`src/rtl/dl_pkg.sv`:
```
// Shared definitions for the delayline frame streamer.
//   - FSM state encodings (spare encoding recovers to idle)
//   - default sync byte
//   - frame_len(): bytes per frame for a given channel geometry
package dl_pkg;

    localparam logic [1:0] StIdle  = 2'b00;
    localparam logic [1:0] StPush  = 2'b01;
    localparam logic [1:0] StSpare = 2'b10;
    localparam logic [1:0] StWait  = 2'b11;

    localparam logic [7:0] SyncByteDefault = 8'hA5;

    // Sync + sequence + payload + checksum.
    function automatic int unsigned frame_len(input int unsigned datasize,
                                              input int unsigned nch);
        return 3 + (nch * datasize) / 8;
    endfunction

endpackage

```
`src/rtl/dl_frame_streamer_if.sv`:
```
// Byte handshake between the frame streamer and an external UART transmitter.
//   tx_byte : byte to transmit, held stable until the UART reports completion
//   tx_push : one-cycle send request
//   tx_done : one-cycle completion pulse from the UART
interface dl_frame_streamer_if;

    logic [7:0] tx_byte;
    logic       tx_push;
    logic       tx_done;

    modport master (output tx_byte, output tx_push, input tx_done);
    modport slave  (input tx_byte, input tx_push, output tx_done);

endinterface

```
`src/rtl/dl_tick_gen.sv`:
```
// Sample tick divider.
//   clk10m       : system clock
//   rst          : synchronous active-high reset
//   clk_sampling : registered one-cycle pulse every SAMPLE_DIV cycles
module dl_tick_gen #(
    parameter int unsigned SAMPLE_DIV = 333333
) (
    input  logic clk10m,
    input  logic rst,
    output logic clk_sampling
);

    localparam int unsigned CntW = (SAMPLE_DIV > 1) ? $clog2(SAMPLE_DIV) : 1;
    localparam logic [CntW-1:0] CntMax = CntW'(SAMPLE_DIV - 1);

    logic [CntW-1:0] cnt_q, cnt_d;
    logic            tick_q;

    always_comb begin
        cnt_d = (cnt_q == CntMax) ? '0 : cnt_q + 1'b1;
    end

    always_ff @(posedge clk10m) begin
        if (rst) begin
            cnt_q  <= '0;
            tick_q <= 1'b0;
        end else begin
            cnt_q  <= cnt_d;
            tick_q <= (cnt_q == CntMax);
        end
    end

    assign clk_sampling = tick_q;

endmodule

```
`src/rtl/dl_frame_streamer.sv`:
```
// TDC readout streamer: snapshots the delayline words on each sample tick and
// sends them as a framed byte stream (sync, seq, payload LSB-first, XOR checksum).
//   clk10m, rst   : clock and synchronous active-high reset
//   snap_data     : NCH*DATASIZE captured words, channel c at [c*DATASIZE +: DATASIZE]
//   clk_sampling  : sample tick pulse
//   tx            : UART byte handshake (master side)
//   busy          : frame in flight
//   seq           : sequence number of the current or next frame
//   overrun_cnt   : saturating count of ticks dropped while busy
module dl_frame_streamer
    import dl_pkg::*;
#(
    parameter int unsigned DATASIZE   = 128,
    parameter int unsigned NCH        = 1,
    parameter int unsigned SAMPLE_DIV = 333333,
    parameter logic [7:0]  SYNC_BYTE  = SyncByteDefault
) (
    input  logic                      clk10m,
    input  logic                      rst,
    input  logic [NCH*DATASIZE-1:0]   snap_data,
    output logic                      clk_sampling,
    dl_frame_streamer_if.master       tx,
    output logic                      busy,
    output logic [7:0]                seq,
    output logic [7:0]                overrun_cnt
);

    localparam int unsigned FLen   = frame_len(DATASIZE, NCH);
    localparam int unsigned NBytes = (NCH * DATASIZE) / 8;
    localparam int unsigned IdxW   = $clog2(FLen);
    localparam logic [IdxW-1:0] IdxLast = IdxW'(FLen - 1);

    logic                    tick;
    logic [1:0]              state_q, state_d;
    logic [IdxW-1:0]         idx_q, idx_d;
    logic [7:0]              csum_q, csum_d;
    logic [NCH*DATASIZE-1:0] snap_q, snap_d;
    logic [7:0]              tx_byte_q, tx_byte_d;
    logic                    tx_push_q, tx_push_d;
    logic                    busy_q, busy_d;
    logic [7:0]              seq_q, seq_d;
    logic [7:0]              ovr_q, ovr_d;

    logic [7:0] frame_bytes [FLen];
    logic [7:0] cur_byte;

    dl_tick_gen #(
        .SAMPLE_DIV (SAMPLE_DIV)
    ) u_tick_gen (
        .clk10m       (clk10m),
        .rst          (rst),
        .clk_sampling (tick)
    );

    assign frame_bytes[0]      = SYNC_BYTE;
    assign frame_bytes[1]      = seq_q;
    assign frame_bytes[FLen-1] = csum_q;

    for (genvar j = 0; j < NBytes; j++) begin : g_payload
        assign frame_bytes[j+2] = snap_q[8*j +: 8];
    end

    assign cur_byte = frame_bytes[idx_q];

    always_comb begin
        state_d   = state_q;
        idx_d     = idx_q;
        csum_d    = csum_q;
        snap_d    = snap_q;
        tx_byte_d = tx_byte_q;
        tx_push_d = 1'b0;
        busy_d    = busy_q;
        seq_d     = seq_q;
        ovr_d     = ovr_q;

        if (tick && (state_q != StIdle) && (ovr_q != 8'hFF)) begin
            ovr_d = ovr_q + 8'd1;
        end

        case (state_q)
            StIdle: begin
                if (tick) begin
                    snap_d  = snap_data;
                    csum_d  = '0;
                    idx_d   = '0;
                    busy_d  = 1'b1;
                    state_d = StPush;
                end
            end
            StPush: begin
                tx_byte_d = cur_byte;
                tx_push_d = 1'b1;
                if ((idx_q != '0) && (idx_q != IdxLast)) begin
                    csum_d = csum_q ^ cur_byte;
                end
                state_d = StWait;
            end
            StWait: begin
                // The cycle that shows tx_push still belongs to the push; a done
                // pulse coinciding with it cannot be for this byte.
                if (tx.tx_done && !tx_push_q) begin
                    if (idx_q == IdxLast) begin
                        seq_d   = seq_q + 8'd1;
                        busy_d  = 1'b0;
                        state_d = StIdle;
                    end else begin
                        idx_d   = idx_q + 1'b1;
                        state_d = StPush;
                    end
                end
            end
            default: begin
                busy_d  = 1'b0;
                state_d = StIdle;
            end
        endcase
    end

    always_ff @(posedge clk10m) begin
        if (rst) begin
            state_q   <= StIdle;
            idx_q     <= '0;
            csum_q    <= '0;
            snap_q    <= '0;
            tx_byte_q <= '0;
            tx_push_q <= 1'b0;
            busy_q    <= 1'b0;
            seq_q     <= '0;
            ovr_q     <= '0;
        end else begin
            state_q   <= state_d;
            idx_q     <= idx_d;
            csum_q    <= csum_d;
            snap_q    <= snap_d;
            tx_byte_q <= tx_byte_d;
            tx_push_q <= tx_push_d;
            busy_q    <= busy_d;
            seq_q     <= seq_d;
            ovr_q     <= ovr_d;
        end
    end

    assign clk_sampling = tick;
    assign tx.tx_byte   = tx_byte_q;
    assign tx.tx_push   = tx_push_q;
    assign busy         = busy_q;
    assign seq          = seq_q;
    assign overrun_cnt  = ovr_q;

endmodule

```
`src/flat_wrapper.sv`:
```
// flat-port wrapper written by rule: the top's interface ports become plain ports
module dl_frame_streamer_flat import dl_pkg::*;
#(
    parameter int unsigned DATASIZE   = 128,
    parameter int unsigned NCH        = 1,
    parameter int unsigned SAMPLE_DIV = 333333,
    parameter logic [7:0]  SYNC_BYTE  = SyncByteDefault
)
  (clk10m, rst, snap_data, clk_sampling, busy, seq, overrun_cnt, tx_tx_byte, tx_tx_push, tx_tx_done);
  dl_frame_streamer_if tx_i ();
  input  logic clk10m;
  input  logic rst;
  input  logic [NCH*DATASIZE-1:0] snap_data;
  output logic clk_sampling;
  output logic busy;
  output logic [7:0] seq;
  output logic [7:0] overrun_cnt;
  output wire logic [$bits(tx_i.tx_byte)-1:0] tx_tx_byte;
  output wire logic [$bits(tx_i.tx_push)-1:0] tx_tx_push;
  input wire logic [$bits(tx_i.tx_done)-1:0] tx_tx_done;
  assign tx_tx_byte = tx_i.tx_byte;
  assign tx_tx_push = tx_i.tx_push;
  assign tx_i.tx_done = tx_tx_done;
  dl_frame_streamer #(.DATASIZE(DATASIZE), .NCH(NCH), .SAMPLE_DIV(SAMPLE_DIV), .SYNC_BYTE(SYNC_BYTE)) u_core (.clk10m(clk10m), .rst(rst), .snap_data(snap_data), .clk_sampling(clk_sampling), .tx(tx_i), .busy(busy), .seq(seq), .overrun_cnt(overrun_cnt));
endmodule
```
`config.mk`:
```
export PLATFORM = sky130hd
export DESIGN_NAME = dl_frame_streamer_flat
export DESIGN_NICKNAME = d
export VERILOG_FILES = /design/src/rtl/dl_pkg.sv /design/src/rtl/dl_frame_streamer_if.sv /design/src/rtl/dl_tick_gen.sv /design/src/rtl/dl_frame_streamer.sv /design/src/flat_wrapper.sv
export SDC_FILE = /design/constraint.sdc
export NUM_CORES = 1
export LEC_CHECK = 0
export ABC_AREA = 1
export CAP_MARGIN = 10
export CORE_MARGIN = 2
export CORE_UTILIZATION = 40
export DETAILED_ROUTE_END_ITERATION = 16
export MAX_ROUTING_LAYER = met4
export SLEW_MARGIN = 5
export SYNTH_ARGS = -nofsm -noshare
export SYNTH_HDL_FRONTEND = slang
export SYNTH_SLANG_ARGS = --single-unit
```
`constraint.sdc`:
```
create_clock -name clk10m -period 2.7 [get_ports clk10m]
set_input_delay 0.54 -clock clk10m [delete_from_list [all_inputs] [get_ports clk10m]]
set_output_delay 0.54 -clock clk10m [all_outputs]
set_load 0.02 [all_outputs]
```
== After elaboration in Yosys (flattened, before gate mapping) ==
Index checks and enable logic that the tools add are counted.

* Add/subtract/negate cells: 4
* Multiply operators: 0
* Div/mod/pow operators: 0
* Magnitude comparators: 1
* Equal/unequal tests: 11
* Shift operators: 0
* Multiplexer cells: 19
* Bitwise gates (word level): 3
* Reduce and logical (&&, ||, !) cells: 17

{| class="wikitable"
|+ Operators by type and width
! kind !! count
|-
| binary-select mux 8 bit (select 5 bit) || 1
|-
| two-way mux 8 bit || 4
|-
| adder 19 x 1 -> 19 bit (second input constant) || 1
|-
| equality test 19 bit (second input constant) || 1
|-
| adder 8 x 1 -> 8 bit (second input constant) || 2
|-
| one-hot mux 8 bit (2 select lines) || 1
|-
| two-way mux 5 bit || 3
|-
| one-hot mux 5 bit (2 select lines) || 1
|-
| != test 8 bit (second input constant) || 1
|-
| AND reduction 4 bit || 2
|-
| bitwise XOR 8 bit || 1
|-
| >= comparator 6 bit (second input constant) || 1
|-
| != test 2 x 1 -> 1 bit (second input constant) || 3
|-
| inverter 5 -> 6 bit || 1
|-
| one-hot mux 2 bit (3 select lines) || 1
|-
| AND reduction 3 bit || 2
|-
| nonzero test 2 bit || 3
|-
| adder 5 x 1 -> 5 bit (second input constant) || 1
|-
| equality test 5 bit (second input constant) || 1
|-
| two-way mux 1 bit || 5
|-
| != test 5 bit (second input constant) || 1
|-
| nonzero test 5 bit || 1
|-
| logical AND 1 bit || 4
|-
| two-way mux 2 bit || 2
|-
| other kinds (9) || 11
|}

* Register bits: 189
* Latch bits: 0
* RAM bits: 0
* ROM bits: 0
* Input bits: 131
* Word-level logic and storage cells: 66
* Memories: 0

== Depth between registers and ports, before layout ==
* Word-level depth: 7
* Mapped depth: 14
* Depth with buffers taken out: 13

== By module ==
A second synthesis with hierarchy kept.

* Cell total of the unflattened synthesis: 1320
* Area total of the unflattened synthesis: 8912.3 um2

{| class="wikitable"
|+ By module, submodules not included
! module !! instances !! cells an instance !! area an instance (um2) !! seq. area each (um2)
|-
| dl_frame_streamer || 1 || 1173 || 7865.0 || 3383.2
|-
| dl_tick_gen || 1 || 147 || 1047.3 || 400.4
|}

== Least setup slack after synthesis ==
OpenSTA, ideal clock, no wires.

* Path kind: register -> register
* From: register u_core.idx_q[0]
* To: register u_core.seq_q[4], in the netlist u_core.seq[4]
* Arrival time: 1615 ps
* Data required time: 2583 ps
* Setup slack: 968 ps
* Cell stages (with the launch flop): 12
* Path buffers: 2
* Path through: dfxtp_1 -> inv_2 -> buf_2 -> buf_2 -> ha_1 -> nand2_4 -> nor2_4 -> inv_4 -> nor3_4 -> nand2_1 -> o21ai_1 -> a21oi_1

* Cells in the longest elaborated chain, start to end: 2

{| class="wikitable"
|+ Ends and longest elaborated chain
! item !! RTL line !! RTL
|-
| start, declared || dl_frame_streamer.sv:35 || <nowiki>logic [IdxW-1:0] idx_q, idx_d;</nowiki>
|-
| start signal, assigned || dl_frame_streamer.sv:132 || <nowiki>idx_q <= idx_d;</nowiki>
|-
| equality test 5 bit || dl_frame_streamer.sv:102 || <nowiki>if (idx_q == IdxLast) begin</nowiki>
|-
| AND reduction 3 bit (no source line) || - ||
|-
| end signal, assigned || dl_frame_streamer.sv:138 || <nowiki>seq_q <= seq_d;</nowiki>
|-
| end, declared || dl_frame_streamer.sv:41 || <nowiki>logic [7:0] seq_q, seq_d;</nowiki>
|}

No other way between the ends.
A chain may end at the register's enable or synchronous reset.

== Worst setup path after layout ==
* From: register u_core.seq_q[3], in the netlist u_core.seq[3]
* To: output seq[3]

{| class="wikitable"
|+ RTL lines
! item !! RTL line !! RTL
|-
| end, declared || flat_wrapper.sv:16 || <nowiki>output logic [7:0] seq;</nowiki>
|}

No word-level cell between the ends.

==> impl_metrics.yaml <==
synth:
  yosysTopAreaCell: "dfxtp_1"
  yosys_warnings: 0
  synth-seq-area-share_pct: 43.76
  syn_avg_cell_area_um2: 6.714
  synth-seq-cells: 189
  synth_top_area_share_pct: 43.76
  yosysMostFrequentCell: "nand2_1"
  synth.distinct_cells: 40
  syn_inst: 1288
  synth_edf_count: 0
  synthTopCellsByCount: "nand2_1, nor2_1, dfxtp_1"
  synthesis.nets: 1426
  synth_flop_cell: "dfxtp_1"
  synthTopCellsByArea: "dfxtp_1, nand2_1, nor2_1"
  synth.cell_area_mm2: 0.008647
  async_flop_share_pct: 0
route:
  wl_um: 25330
  dr.first_iter.drc_count: 572
  dr.pass1.iters: 5
  drc: 0
  vias: 8303
  via_per_inst: 4.901
  antenna_left: 0
  detail_route.wl_per_cell_um: 14.95
flow_run:
  maxCapViolCount: 0
global_route:
  grt_pass1_wl_um: 40500
  grt_pass1_vias: 7668
  antenna_found_initial: 0
  grtUsageTotal_pct: 23.51
  grt_max_degree: 145
  grt-ovfl-total: 0
cts:
  clk_latency_ns: 0.44
  ctsResizeCount: 0
  clkSinkCount: 189
  htree_levels: 4
  cts_root_buf: "clkbuf_16"
  cts_made_buffers: 17
  path_clk_slew_ns: 0.07
  cts_tree: "yes"
  hold_buffers: 0
  post_cts.repair.setup_buffers: 0
  ctsLongestPathBuffers: 2
power:
  p_clk_share_pct: 45.6
  ir_drop_v: 0.0003491
  p_comb_share_pct: 5.4
  p_leak_nw: 4.379
  power_density_mw_per_mm2: 516.3
  swShare_pct: 23.04
  switchingPower_mw: 1.312
  internal_power_mw: 4.382
  pwr-share-seq_pct: 49.0
worst_setup_path:
  reg2reg_from: "u_core.idx_q[0]"
  startpoint: "u_core.seq[3]"
  cpPeakStageDelay_ns: 0.68
  critPathCaptureType: "output port"
  crit_path_cell_trace: "clkdlybuf4s50_1"
  worstSetupPathType: "reg -> out"
  crit_slowest_cell: "clkdlybuf4s50_1"
  crit_fanout: 6
  worst-path-buf-inv: 1
  crit_path_start_kind: "flop"
  critPathRequiredTime_ns: 2.16
  cpLargestDelayFamily: "buffers and inverters"
  worst_ep_arrival_time_ns: 1.63
cells_and_area:
  area_growth_pct: 27.54
  fin_area_mm2: 0.01103
  fill_cells: 2115
  drive_above_1_share_pct: 5.074
  diodes: 0
  nNetsFinal: 1544
timing:
  slew_viol_final: 0
  relSlewSlack_pct: 41.63
  worstMarginPinSlew_ns: 0.8756
  fmax_mhz: 460.3
  tns_ns: 0
  min_period_over_period_pct: 80.47
  rsz0062_at_grt: "no"
  hold_violations: 0
  skew_ns: 0.01014
  finalCriticalPeriod_ns: 2.173
  setup_viol: 0
placement:
  routabilityCongestion: 0.8885
  place_area_mm2: 0.01043
  portBuffers: 157
  hpwl_um: 18070
floorplan:
  fp-row-count: 53
  die-height_um: 151.0
  die-area_mm2: 0.02281
  io_pins: 158
  start_util_pct: 41.01
  die_w_um: 151.0
  core_area_mm2: 0.02109
min_path:
  min_from: "u_core.snap_q[91]"
  hold_path_class: "reg -> reg"
outcome:
  status: "finished, final reports clean"
==> stage by stage <==
stage               power, mW  hold slack (ns)  util (%)  setup slack [ns]  cells
floorplan               2.936           0.4246         -            0.9677   1288
global placement        3.166           0.4399     49.45            0.6279   1662
detailed placement      3.164           0.4450     49.45            0.5922   1662
CTS                     5.731           0.4559     52.30            0.5032   1694
global route            5.886           0.4736     52.30            0.4282   1694
finish                  5.694           0.4500     52.30            0.5273   1694
==> logic make-up (layout without fill, tap and decap cells) <==
kind of cell    count (synthesis)  in the layout  synth area share (%)
simple gates                  632            632                 30.15
buf+inv                       189            320                 8.812
compound gates                263            263                 15.45
flops                         189            189                 43.76
fa+ha+maj                       7              7                 1.013
xor+xnor                        8              8                0.8103
==> state kept, by name, summed over array words and instances (netlist names) <==
name and count:
u_core.snap_q 128, u_core.u_tick_gen.cnt_q 19, u_core.csum_q 8, u_core.overrun_cnt 8
u_core.seq 8, u_core.tx.tx_byte 8, u_core.idx_q 5, u_core.state_q 2
u_core.busy 1, u_core.tx.tx_push 1, u_core.u_tick_gen.clk_sampling 1
==> per-layer routing <==
layer | wire [um] | track usage, % | up-vias
met3 | 1622 | 4.127 | 20
met4 | 325 | 5.327 | 0
met2 | 10430 | 33.20 | 247
met5 | 0 | - | -
met1 | 12960 | 34.88 | 3706
li1 | - | - | 4330
==> final timing paths <==
kind	end	slack [ns]	depth (start not counted)
worst min-delay path	u_core.snap_q[91]	0.45	2
worst max-delay path	seq[3]	0.53	1
worst max register to register	u_core.seq[4]	0.57	10
worst min register to register	u_core.snap_q[91]	0.45	2
==> layout by cell type (no fill, tap or decap), types with 3 or more instances in the layout <==
| master | n |
|---|---|
| nand2_1 | 300 |
| nor2_1 | 228 |
| dfxtp_1 | 188 |
| o21ai_0 | 162 |
| clkdlybuf4s50_1 | 157 |
| inv_1 | 110 |
| a21oi_1 | 82 |
| nand3_1 | 63 |
| clkbuf_16 | 17 |
| o21ai_1 | 9 |
| nor3_1 | 9 |
| ha_1 | 7 |
| buf_4 | 7 |
| nand4_1 | 6 |
| xor2_1 | 6 |
| buf_12 | 6 |
| inv_2 | 5 |
| o22ai_1 | 5 |
| nor3b_1 | 5 |
| inv_6 | 5 |
| nor2_2 | 3 |
| nand2_2 | 3 |
| clkinvlp_4 | 3 |
| inv_8 | 3 |
==> power by group through the flow <==
stage               combinational [mW]  sequential [mW]  clock, mW
floorplan                       0.0795             2.86          0
global placement                 0.309             2.86          0
detailed placement               0.307             2.86          0
CTS                              0.310             2.79       2.63
global route                     0.333             2.79       2.76
finish                           0.308             2.79       2.59
==> tightest hold or removal path: cells and delay by family, from the launching register on <==
family / cells / cell delay (ns)
buffers and inverters: 1 / 0.06
DFF: 1 / 0.30
AOI/OAI and AO/OA: 1 / 0.05
==> cell type report <==
cell class	instances	area, um^2	area share, %
repair buffers	170	1744	15.82
inverters	118	446.7	4.050
clock inverters	15	173.9	1.577
clock buffers	17	425.4	3.857
multi-input cells	910	4109	37.26
flip-flops and latches	189	3785	34.32
well taps	275	344.1	3.120
Power figures use the tool's default switching activity.
==> edit: new RTL, same flow settings <==
Make the reset (`rst`) asynchronous in 2 clocked blocks. Comments in the files are not updated.
--- a/src/rtl/dl_tick_gen.sv
+++ b/src/rtl/dl_tick_gen.sv
@@ -21,5 +21,5 @@
     end
 
-    always_ff @(posedge clk10m) begin
+    always_ff @(posedge clk10m or posedge rst) begin
         if (rst) begin
             cnt_q  <= '0;
--- a/src/rtl/dl_frame_streamer.sv
+++ b/src/rtl/dl_frame_streamer.sv
@@ -117,5 +117,5 @@
     end
 
-    always_ff @(posedge clk10m) begin
+    always_ff @(posedge clk10m or posedge rst) begin
         if (rst) begin
             state_q   <= StIdle;
Behaviour: same outputs for any inputs over 10 cycles, from zero or initial values and one cycle with rst high; that may be too few to reach the edited logic, so the function may still have changed.
==> edit against the unedited design <==
Wire length decreased by 3.6%. Area after synthesis rose by 7.4%. Worst setup slack improved by 0.033 ns. Hold slack better by 0.033 ns. Cell area is 7.4% higher. Via count fell by 3.9%. Sequential cell count did not move. Critical path type unchanged. Sequential share of layout area up 5.6 points.
Power is not compared: it rests on default switching activity, and its combinational part moved more than twofold at a synthesized area within 25%.
==> edit: results (changes against the unedited design) <==
status: complete, no violations
worst reg-to-reg setup slack: 0.65 ns (+0.08 ns)
sw power: 2.79 mW
antenna violations before repair: 0 (unchanged)
Reg clk slew, reported paths: 0.07 ns (about the same)
gpl congestion: 0.820 (-7.7%)
first-pass GRT wire length: 40,200 µm (-0.63%)
NumNets Final: 1,483 (-4.0%)
Slowest Stage Delay on Critical Path: 0.67 ns
Pre-antenna DRT Iters: 5 (unchanged)
vias in the first global route: 7,826 (+2.1%)
Leakage: 5.50 nW
Slew headroom: 0.521 (+0.105)
Post-synth top flop: dfrtp_1
Tcrit/Tclk final: 0.792 (-0.0123)
Yosys cell types: 33 (-18%)
peak supply drop: 0.532 mV
worst hold path type: flop to flop
Ys Warns: 0 (unchanged)
largest net degree at the start of global routing: 114 (-21%)
routed wire length: 24,400 µm (-3.6%)
share of flip-flops with an asynchronous set or reset: 1.00 (+1.00)
Mapped Cells: 1,209 (-6.1%)
post-CTS sizing: 0 (unchanged)
Worst Path Arrival: 1.60 ns (-0.03 ns)
worst-case clock buffer depth: 2 (unchanged)
Area after DPL: 11,200 µm² (+7.0%)
Crit-path slowest cell: clkdlybuf4s50_1
via count: 7,979 (-3.9%)
CTS Buf Count: 17 (unchanged)
Initial DRC Count: 444 (-22%)
Max-Cap Viols: 0 (unchanged)
IO Port Bufs: 157 (unchanged)
Fillers: 2,220 (+5.0%)
family with the most delay on the worst path: buffers and inverters
crit-path max FO: 5 (-1)
Setup Fix Bufs, Post-CTS: 0 (unchanged)
Worst-Skew Late Latency: 0.44 ns (about the same)
H-Tree Depth: 4 (unchanged)
share of layout cells above drive strength 1: 0.0515 (+0.000806)
pre-CTS setup slack: 0.393 ns (-0.199 ns)
top post-synthesis cells by count: nand2_1, dfrtp_1, inv_1
Clock Skew: 0.0103 ns (+0.000184 ns)
Seq/Total Area, Yosys: 0.510 (+0.0719)
ant diodes: 0 (unchanged)
Avg Vias per Cell: 4.86 (-0.92%)
syn nets: 1,347 (-5.5%)
gr usage total: 0.215 (-0.0200)
hpwl dp: 16,900 µm (-6.2%)
top cells by area, synth: dfrtp_1, nand2_1, o21ai_0
Root Driver: clkbuf_16
placed insts: 1,611 (-3.1%)
largest registers: u_core.snap_q: 128 flops, u_core.u_tick_gen.cnt_q: 19 flops
[edit: cell types whose count changed after synthesis, sizes merged, moves of 14 or more]
cell	change
dfrtp	+189
nand3	+34
inv	+26
a21oi	-72
dfxtp	-189
nand2	+136
clkbuf	-21
xor2	+14
nor2	-169
o21ai	-41
[edit: per-layer routing]
layer	up-vias	GRT usage	wire length, µm
li1	4056	-	-
met1	3737	0.299	11800
met3	27	0.0385	1060
met5	-	-	0
met4	0	0.0590	310
met2	159	0.326	11200
[edit: power by group through the flow]
stage / sequential [mW] / combinational, mW / clock, mW
after global placement: 3.17 / 2.35 / 0
after global routing: 3.14 / 2.62 / 3.10
after CTS: 3.12 / 2.36 / 2.98
after floorplan: 3.21 / 1.43 / 0
after detailed placement: 3.17 / 2.36 / 0
final: 3.12 / 2.33 / 2.92
[edit: path summary, 6_finish.rpt]
kind	start	depth (start not counted)	to
min in group asynchronous	rst	3	u_core.seq[3]$_DFFE_PP0P_
hold / removal	u_core.snap_q[0]$_DFFE_PP0P_	2	u_core.snap_q[0]$_DFFE_PP0P_
setup reg to reg	u_core.idx_q[0]$_DFFE_PP0P_	11	u_core.csum_q[3]$_DFFE_PP0P_
max in group asynchronous	rst	3	u_core.idx_q[0]$_DFFE_PP0P_
setup / recovery	u_core.seq[4]$_DFFE_PP0P_	1	seq[4]
hold reg to reg	u_core.snap_q[0]$_DFFE_PP0P_	2	u_core.snap_q[0]$_DFFE_PP0P_
[edit: stage by stage]
step	util	TNS (ns)	hold WS, ns
2_1_floorplan	-	-51.88	0.444
5_1_grt	0.521	0	0.511
4_1_cts	0.521	0	0.485
3_3_place_gp	0.491	0	0.458
3_5_place_dp	0.491	0	0.466
6_report	0.521	0	0.483
[edit: area by class of cell]
class,count,area (µm²),share of cell area
clock inverter,15,258,0.0218
sequential,189,4730,0.400
tap,285,357,0.0301
multi-input combinational,822,3770,0.318
inverter,143,546,0.0461
clock buffer,17,425,0.0359
timing repair buffer,172,1760,0.149
[edit: cell families (layout without fill, tap and decap cells)]
| family | count (synthesis) | count (layout) | synth area share |
|---|---|---|---|
| AO/OA/AOI/OAI | 152 | 152 | 0.0845 |
| XOR/XNOR | 27 | 27 | 0.0255 |
| adder cells (fa/ha/maj) | 7 | 7 | 0.00943 |
| buffers and inverters | 198 | 347 | 0.0848 |
| flip-flops | 189 | 189 | 0.510 |
| multiplexers | 1 | 1 | 0.00121 |
| AND/OR/NAND/NOR | 635 | 635 | 0.285 |
